[src/rtl/video_xbar_frame_sync.sv]
`default_nettype none
// ============================================================================
// Module  : video_xbar_frame_sync
// Purpose : N_SRC x N_DST video crossbar; each destination changes source only
//           on the new source's frame start, or when the timeout expires.
// Rev     : 1.0  initial release
// ============================================================================
module video_xbar_frame_sync #(
  parameter int N_SRC     = 6,
  parameter int N_DST     = 5,
  parameter int SEL_W     = 3,
  parameter int ALIAS_SEL = 1,
  parameter int TIMEOUT   = 2**21
) (
  input  logic                   clk,
  input  logic                   rst_n,
  input  logic [SEL_W-1:0]       alias_sel,
  input  logic [N_DST*SEL_W-1:0] dst_sel,
  input  logic [N_SRC*11-1:0]    h_count_in,
  input  logic [N_SRC*10-1:0]    v_count_in,
  input  logic [N_SRC-1:0]       active_in,
  input  logic [N_SRC*24-1:0]    pixel_in,
  output logic [N_DST*11-1:0]    h_count_out,
  output logic [N_DST*10-1:0]    v_count_out,
  output logic [N_DST-1:0]       active_out,
  output logic [N_DST*24-1:0]    pixel_out,
  output logic [N_DST-1:0]       switching,
  output logic [N_DST-1:0]       sel_error,
  output logic [N_DST-1:0]       forced_switch
);

  localparam int                 c_CNT_W    = (TIMEOUT > 1) ? $clog2(TIMEOUT) : 1;
  localparam logic [SEL_W-1:0]   c_ALIAS    = SEL_W'(ALIAS_SEL);
  localparam logic [c_CNT_W-1:0] c_CNT_LAST = c_CNT_W'(TIMEOUT - 1);

  typedef enum logic [0:0] {
    ST_IDLE    = 1'b0,
    ST_PENDING = 1'b1
  } state_t;

  logic [N_SRC*11-1:0] r_s1_h;
  logic [N_SRC*10-1:0] r_s1_v;
  logic [N_SRC-1:0]    r_s1_a;
  logic [N_SRC*24-1:0] r_s1_p;

  always_ff @(posedge clk or negedge rst_n) begin
    if (!rst_n) begin
      r_s1_h <= '0;
      r_s1_v <= '0;
      r_s1_a <= '0;
      r_s1_p <= '0;
    end else begin
      r_s1_h <= h_count_in;
      r_s1_v <= v_count_in;
      r_s1_a <= active_in;
      r_s1_p <= pixel_in;
    end
  end

  for (genvar d = 0; d < N_DST; d++) begin : g_dst
    logic [SEL_W-1:0]   w_req;
    logic [SEL_W-1:0]   w_res;
    logic               w_res_bad;
    logic [SEL_W-1:0]   r_rsel;
    logic               r_rbad;
    state_t             r_state;
    logic [SEL_W-1:0]   r_commit;
    logic [SEL_W-1:0]   r_target;
    logic [c_CNT_W-1:0] r_cnt;
    logic               r_switching;
    logic               r_forced;
    logic               w_rvalid;
    logic               w_t_fs;
    logic               w_abort;
    logic               w_take;
    logic               w_force;
    logic [SEL_W-1:0]   w_cn;
    logic [10:0]        r_h;
    logic [9:0]         r_v;
    logic               r_a;
    logic [23:0]        r_p;

    // The alias code itself is never a real source, even if alias_sel points back at it.
    assign w_req     = dst_sel[d*SEL_W +: SEL_W];
    assign w_res     = (w_req == c_ALIAS) ? alias_sel : w_req;
    assign w_res_bad = (int'(w_res) >= N_SRC) || (w_res == c_ALIAS);

    always_ff @(posedge clk or negedge rst_n) begin
      if (!rst_n) begin
        r_rsel <= '0;
        r_rbad <= 1'b0;
      end else begin
        r_rsel <= w_res;
        r_rbad <= w_res_bad;
      end
    end

    assign w_rvalid = !r_rbad;

    always_comb begin
      w_t_fs = 1'b0;
      for (int s = 0; s < N_SRC; s++) begin
        if (r_target == SEL_W'(s)) begin
          w_t_fs = (r_s1_h[s*11 +: 11] == 11'd0) && (r_s1_v[s*10 +: 10] == 10'd0);
        end
      end
    end

    // Abort wins over a coincident frame start; a frame start wins over the timeout.
    assign w_abort = (r_state == ST_PENDING) && w_rvalid && (r_rsel == r_commit);
    assign w_take  = (r_state == ST_PENDING) && !w_abort && w_t_fs;
    assign w_force = (r_state == ST_PENDING) && !w_abort && !w_t_fs && (r_cnt == c_CNT_LAST);
    assign w_cn    = (w_take || w_force) ? r_target : r_commit;

    always_ff @(posedge clk or negedge rst_n) begin
      if (!rst_n) begin
        r_state     <= ST_IDLE;
        r_commit    <= '0;
        r_target    <= '0;
        r_cnt       <= '0;
        r_switching <= 1'b0;
        r_forced    <= 1'b0;
      end else begin
        r_forced <= 1'b0;
        case (r_state)
          ST_IDLE: begin
            if (w_rvalid && (r_rsel != r_commit)) begin
              r_state     <= ST_PENDING;
              r_target    <= r_rsel;
              r_cnt       <= '0;
              r_switching <= 1'b1;
            end
          end
          ST_PENDING: begin
            if (w_abort) begin
              r_state     <= ST_IDLE;
              r_switching <= 1'b0;
            end else if (w_take || w_force) begin
              r_state     <= ST_IDLE;
              r_commit    <= r_target;
              r_switching <= 1'b0;
              r_forced    <= w_force;
            end else if (w_rvalid && (r_rsel != r_target)) begin
              r_target <= r_rsel;
              r_cnt    <= '0;
            end else if (r_cnt != {c_CNT_W{1'b1}}) begin
              r_cnt <= r_cnt + 1'b1;
            end
          end
          default: begin
            r_state     <= ST_IDLE;
            r_switching <= 1'b0;
          end
        endcase
      end
    end

    always_ff @(posedge clk or negedge rst_n) begin
      if (!rst_n) begin
        r_h <= '0;
        r_v <= '0;
        r_a <= 1'b0;
        r_p <= '0;
      end else begin
        for (int s = 0; s < N_SRC; s++) begin
          if (w_cn == SEL_W'(s)) begin
            r_h <= r_s1_h[s*11 +: 11];
            r_v <= r_s1_v[s*10 +: 10];
            r_a <= r_s1_a[s];
            r_p <= r_s1_p[s*24 +: 24];
          end
        end
      end
    end

    assign h_count_out[d*11 +: 11] = r_h;
    assign v_count_out[d*10 +: 10] = r_v;
    assign active_out[d]           = r_a;
    assign pixel_out[d*24 +: 24]   = r_p;
    assign switching[d]            = r_switching;
    assign sel_error[d]            = r_rbad;
    assign forced_switch[d]        = r_forced;
  end

endmodule
`default_nettype wire

[config.mk]
export PLATFORM = sky130hd
export DESIGN_NAME = video_xbar_frame_sync
export DESIGN_NICKNAME = d
export VERILOG_FILES = /design/src/rtl/video_xbar_frame_sync.sv
export SDC_FILE = /design/constraint.sdc
export NUM_CORES = 2
export LEC_CHECK = 0
export BUFFER_PORTS_ARGS = -buffer_cell sky130_fd_sc_hd__buf_4
export CORE_UTILIZATION = 40
export DETAILED_ROUTE_END_ITERATION = 10
export HOLD_SLACK_MARGIN = 0.15
export PLACE_DENSITY = 0.61
export SYNTH_ARGS = -nofsm -noshare
export SYNTH_HDL_FRONTEND = slang
export SYNTH_SLANG_ARGS = --single-unit
[constraint.sdc]
create_clock -name clk -period 4.2 [get_ports clk]
set_input_delay 0.21 -clock clk [delete_from_list [all_inputs] [get_ports clk]]
set_output_delay 0.21 -clock clk [all_outputs]
set_load 0.02 [all_outputs]
Word-level counts from Yosys, hierarchy flattened. Index checks and enable logic that the tools add are counted.

Bitwise operators: 10. Add/sub/neg operators: 5. Order comparisons: 5. Eq/ne operators: 115. Multiplexer cells: 270. Reductions and logical operators: 118.

Operator list (count): 24-bit two-way mux (30); 21-bit two-way mux (25); 11-bit two-way mux (30); 10-bit two-way mux (30); 21-bit one-hot mux with 2 select lines (5); 21-bit by 1-bit adder with 21-bit output, second input constant (5); 21-bit == test, second input constant (5); 1-bit two-way mux (105); 21-bit != test, second input constant (5); 3-bit two-way mux (30); 11-bit logical NOT (6); 3-bit by 1-bit == test with 1-bit output, second input constant (20); 3-bit by 2-bit == test with 1-bit output, second input constant (20); 3-bit == test, second input constant (20); 10-bit logical NOT (6); 1-bit logical AND (46); 4-bit AND reduction (10); 3-bit logical NOT (10); 2-bit != test, second input constant (15); 3-bit by 1-bit != test with 1-bit output, second input constant (10); 3-bit != test (10); 3-bit one-hot mux with 2 select lines (5); 6-bit nonzero test (5); 1-bit one-hot mux with 2 select lines (10); other kinds (7) (60).

Bits of input ports: 296. Register bits: 676. Logic and storage cells: 587.

Logic depth before layout (Yosys ltp).
Depth after elaboration: 20. Gate-level depth with buffers: 14. Gate-level depth less buffers: 11.

Worst setup path after synthesis. Ideal clock, no wire load.

Path type: register -> register. Start: reg r_s1_h[43]. End: reg g_dst[2].r_a. Cell stages (with the launch flop): 12. Setup slack: 1.002 ns. Arrival: 3.067 ns. Buffers on the path: 2. Path through: dfrtp_1 -> nor4_1 -> nand4_1 -> o32ai_1 -> o21ai_0 -> a31oi_4 -> mux2i_1 -> buf_2 -> clkbuf_1 -> mux2_2 -> o22ai_1 -> a31oi_1.

Word-level cells in the longest chain between the ends: 16. Elaborated cells between the ends (all ways): 23.

RTL lines: start: declaration (line 41) `logic [N_SRC*11-1:0] r_s1_h;`; start signal: assignment (line 53) `r_s1_h <= h_count_in;`; 11-bit logical NOT (*) (line 104) `w_t_fs = (r_s1_h[s*11 +: 11] == 11'd0) && (r_s1_v[s*10 +: 10] == 10'd0);`; 1-bit logical AND (*) (line 104); 1-bit two-way mux (*) (3 in series) (line 103) `if (r_target == SEL_W'(s)) begin`; 1-bit logical NOT (line 112) `assign w_force = (r_state == ST_PENDING) && !w_abort && !w_t_fs && (r_cnt == c_CNT_LAST);`; 1-bit logical AND (2 in series) (line 112); 1-bit logical OR (*) (line 113) `assign w_cn = (w_take || w_force) ? r_target : r_commit;`; 3-bit two-way mux (*); 3-bit by 1-bit == test with 1-bit output (line 166) `if (w_cn == SEL_W'(s)) begin`; 1-bit two-way mux (5 in series) (line 166); end signal: assignment (line 169) `r_a <= r_s1_a[s];`; end: declaration (line 80) `logic r_a;`.

Every way passes the cells marked *; elsewhere a longest branch is shown, timed or not. A chain may end at the register's enable or synchronous reset.

Worst setup path in the final report.
Start: reg r_s1_h[49]. End: reg g_dst[0].r_v[7].

Word-level cells in the longest chain between the ends: 15. Elaborated cells between the ends (all ways): 22.

RTL lines: 11-bit logical NOT (*) (line 104); 1-bit logical AND (*) (line 104); 1-bit two-way mux (*) (2 in series) (line 103); 1-bit logical NOT (line 112); 1-bit logical AND (2 in series) (line 112); 1-bit logical OR (*) (line 113); 3-bit two-way mux (*) (line 113); 3-bit by 1-bit == test with 1-bit output (line 166); 10-bit two-way mux (5 in series) (line 166); end signal: assignment (line 168) `r_v <= r_s1_v[s*10 +: 10];`; end: declaration (line 79) `logic [9:0] r_v;`.

Marked as above.

==> run metrics <==
setup slack after layout 0.0380 ns; IO Port Bufs 540; DR vias 39400; Rows 109; Seq pwr share 37.1%; TritonRoute pass-1 iters 8; Die X 303 um; syn_nets 3987; Reg area 16900 um2; fmax 240 MHz; HPWL Detailed 127000 um; ANT nets after route 0; Area Growth Syn to Fin 39.7%; Worst path max stage delay 0.86 ns; clk slew on worst S/H paths 0.06 ns; synthesis warning total 0; sequential area share after synthesis 46.7%; worst slack at placement 0.114 ns; fin cells 5886; fin. max-slew vios 0; fraction of layout cells with a size suffix above 1 28.0%; top cell type by total area after synthesis dfrtp_1; Post-synth EDFFs 0; leakage 22.4 nW; Worst Path Max Fanout 49; initial antenna violation count 6; Synth top area share 46.7%; switching part of the total power 35.9%; Clk pwr share 34.0%; clk root buf clkbuf_16; Initial DRC Count 6072; Final Setup Violations 0; post-route DRC violation count 0; vias in the first global route 38200; nets 4955; status finished clean; Ports 541; die height 303 um; slew margin rel. 17.1%; grt total ovfl 0; final hold viol count 0; Max Cap Viol 0; HP Class input port to register; DR vias/cell 6.69; area occupied by multi-input gates 18000 um2; Core Region 89100 um2; mean area per synthesized cell 9.82 um2; flops & latches, synth 676; total track usage 40.2%; worst setup path class register to register; maximum clock insertion buffer count 3; CTS tree built; pin count of the biggest net entering global routing 121; period utilization 99.1%; global-route wire length before repair 268000 um; Internal 14.4 mW; Clock Latency Late Sink 0.68 ns; worst-path cell chain nor4_1, buf_4, nand4_1, buf_4, o32a_1, o211a_1, o21a_2, buf_12, and2_2, buf_12, a311o_1, a211oi_1; most area-consuming cells after synthesis dfrtp_1 47%, mux2_2 5.3%, mux2i_1 3.7%; # placed instances 5430; PnR Total Power 22.5 mW; main flop type after synthesis dfrtp_1; power per cell area 445 nW/um2; setup_tns 0 ns; Final Skew 0.0488 ns; CP max-delay cell nor4_1; die area 91700 um2; clock sink total 676; minimum clock period 4.16 ns; WP buf/inv 4; arrival time at the worst endpoint 4.71 ns; RSZ-0062 raised after global routing false; peak supply drop 0.000589 V; routed wire length 188000 um; Starting Density 40.6%; Worst-Margin Slew 1.23 ns; Req. time, crit path 4.75 ns; ys async rst share 100%; post-synthesis cell type count 80; WL per Instance 32.0 um; Fillers 7487; Post-Synthesis Cells 3686; CTS Buf Count 79; Worst setup EP type register; Cell Area, Synth 36200 um2; H-tree depth 3; Final Core Density 56.8%; combinational power share 28.9%; CP delay by family, top simple AND/OR/NAND/NOR gates; P_sw 8.09 mW; Worst Setup Start Kind register; Final GP Congestion 1.03
## placed cells by master (no fill, tap or decap), drive strengths merged, types with 23 or more instances in the layout
| cell | instances |
|---|---|
| a31oi | 99 |
| xor2 | 78 |
| dfrtp | 676 |
| nor3 | 63 |
| dlygate4sd3 | 307 |
| buf | 903 |
| nand4 | 43 |
| a221oi | 141 |
| a211oi | 81 |
| nand2 | 300 |
| nor2 | 296 |
| inv | 66 |
| o21ai | 168 |
| xnor2 | 23 |
| a31o | 26 |
| a311o | 46 |
| o22ai | 114 |
| a21oi | 122 |
| a22oi | 97 |
| clkinv | 23 |
| nand3 | 148 |
| mux2 | 170 |
| o221ai | 91 |
| mux2i | 132 |
| clkbuf | 101 |
| and3 | 70 |
| nor4 | 36 |
## layout make-up
cell class	count	share of cell area, %
Antenna cell	4	0.0198
Inverter	65	0.483
Tap cell	1165	2.88
Multi-Input combinational cell	2622	35.7
Timing Repair Buffer	1210	21.9
Clock buffer	101	4.48
Sequential cell	676	33.5
Clock inverter	43	1.15
## cell families (layout without fill, tap and decap cells)
kind of cell | after synthesis | after routing | share of synthesized area, %
and+or+nand+nor | 1076 | 1076 | 14.1
muxes | 303 | 303 | 9.00
DFF | 676 | 676 | 46.7
other | 0 | 4 | 0
buffers and inverters | 388 | 1419 | 4.65
xor gates and xnor gates | 101 | 101 | 2.44
AOI/OAI and AO/OA | 1137 | 1137 | 22.9
adders and majority gates | 5 | 5 | 0.173
## power groups by stage
stage | clock [mW] | combinational (mW) | sequential [mW]
global placement | 0 | 6.02 | 8.39
finish | 7.65 | 6.51 | 8.36
floorplan | 0 | 2.85 | 8.30
global route | 7.92 | 6.80 | 8.38
detailed placement | 0 | 6.05 | 8.39
CTS | 7.67 | 6.31 | 8.28
## cell usage after synthesis, drive strengths merged, types with 18 or more instances
cell    count
a31o       26
nor3       63
o22ai     114
a22oi      97
a21oi     122
or3        18
inv        65
nor2b      21
buf        73
a2111o     22
o221ai     91
o21ai     168
and3       70
nor4       36
nand2     300
nor2      296
xnor2      23
a221oi    141
a311o      46
nand4      43
dfrtp     676
mux2i     132
clkbuf    250
mux2      170
xor2       78
nand3     148
a31oi      99
a211oi     81
## final timing paths
path | startpoint | to | slack [ns] | depth (start not counted)
max | r_s1_h[49]$_DFF_PN0_ | g_dst[0].r_v[7]$_DFFE_PN0P_ | 0.04 | 12
min | h_count_in[38] | r_s1_h[38]$_DFF_PN0_ | 0.18 | 2
max reg2reg | r_s1_h[49]$_DFF_PN0_ | g_dst[0].r_v[7]$_DFFE_PN0P_ | 0.04 | 12
min reg2reg | g_dst[4].r_cnt[20]$_DFFE_PN0P_ | g_dst[4].r_cnt[20]$_DFFE_PN0P_ | 0.50 | 2
max in group asynchronous | rst_n | r_s1_p[105]$_DFF_PN0_ | 2.70 | 3
min in group asynchronous | rst_n | r_s1_h[63]$_DFF_PN0_ | 0.22 | 2
## stage by stage
step	hold slack, ns	instance area (um2)
6_report	0.178	50600
3_3_place_gp	0.320	44600
5_1_grt	0.179	50600
2_1_floorplan	-0.0856	36200
4_1_cts	0.165	50500
3_5_place_dp	0.320	44600
## what timing repair did
action,CTS,global route
hold endpoints to repair,385,0
hold buffers,307,0
gates resized for setup,0,5
endpoints found under the setup margin,0,251
setup buffers,0,1
## sequential cells by signal (all words and copies together), names as in the netlist, 6 cells and up
register and cells:
g_dst.r_rsel 15, r_s1_a 6, g_dst.r_h 55, g_dst.r_target 15
r_s1_h 66, g_dst.r_cnt 105, r_s1_v 60, g_dst.r_v 50
r_s1_p 144, g_dst.r_p 120, g_dst.r_commit 15
## metal layers
metal	wire, um	vias to the layer above	global-route usage [%]
li1	-	16000	-
met2	78300	3459	56.6
met4	13000	6	23.5
met5	97	-	0.569
met3	27200	855	14.8
met1	69400	19100	52.6
(Power assumes the default switching activity.)
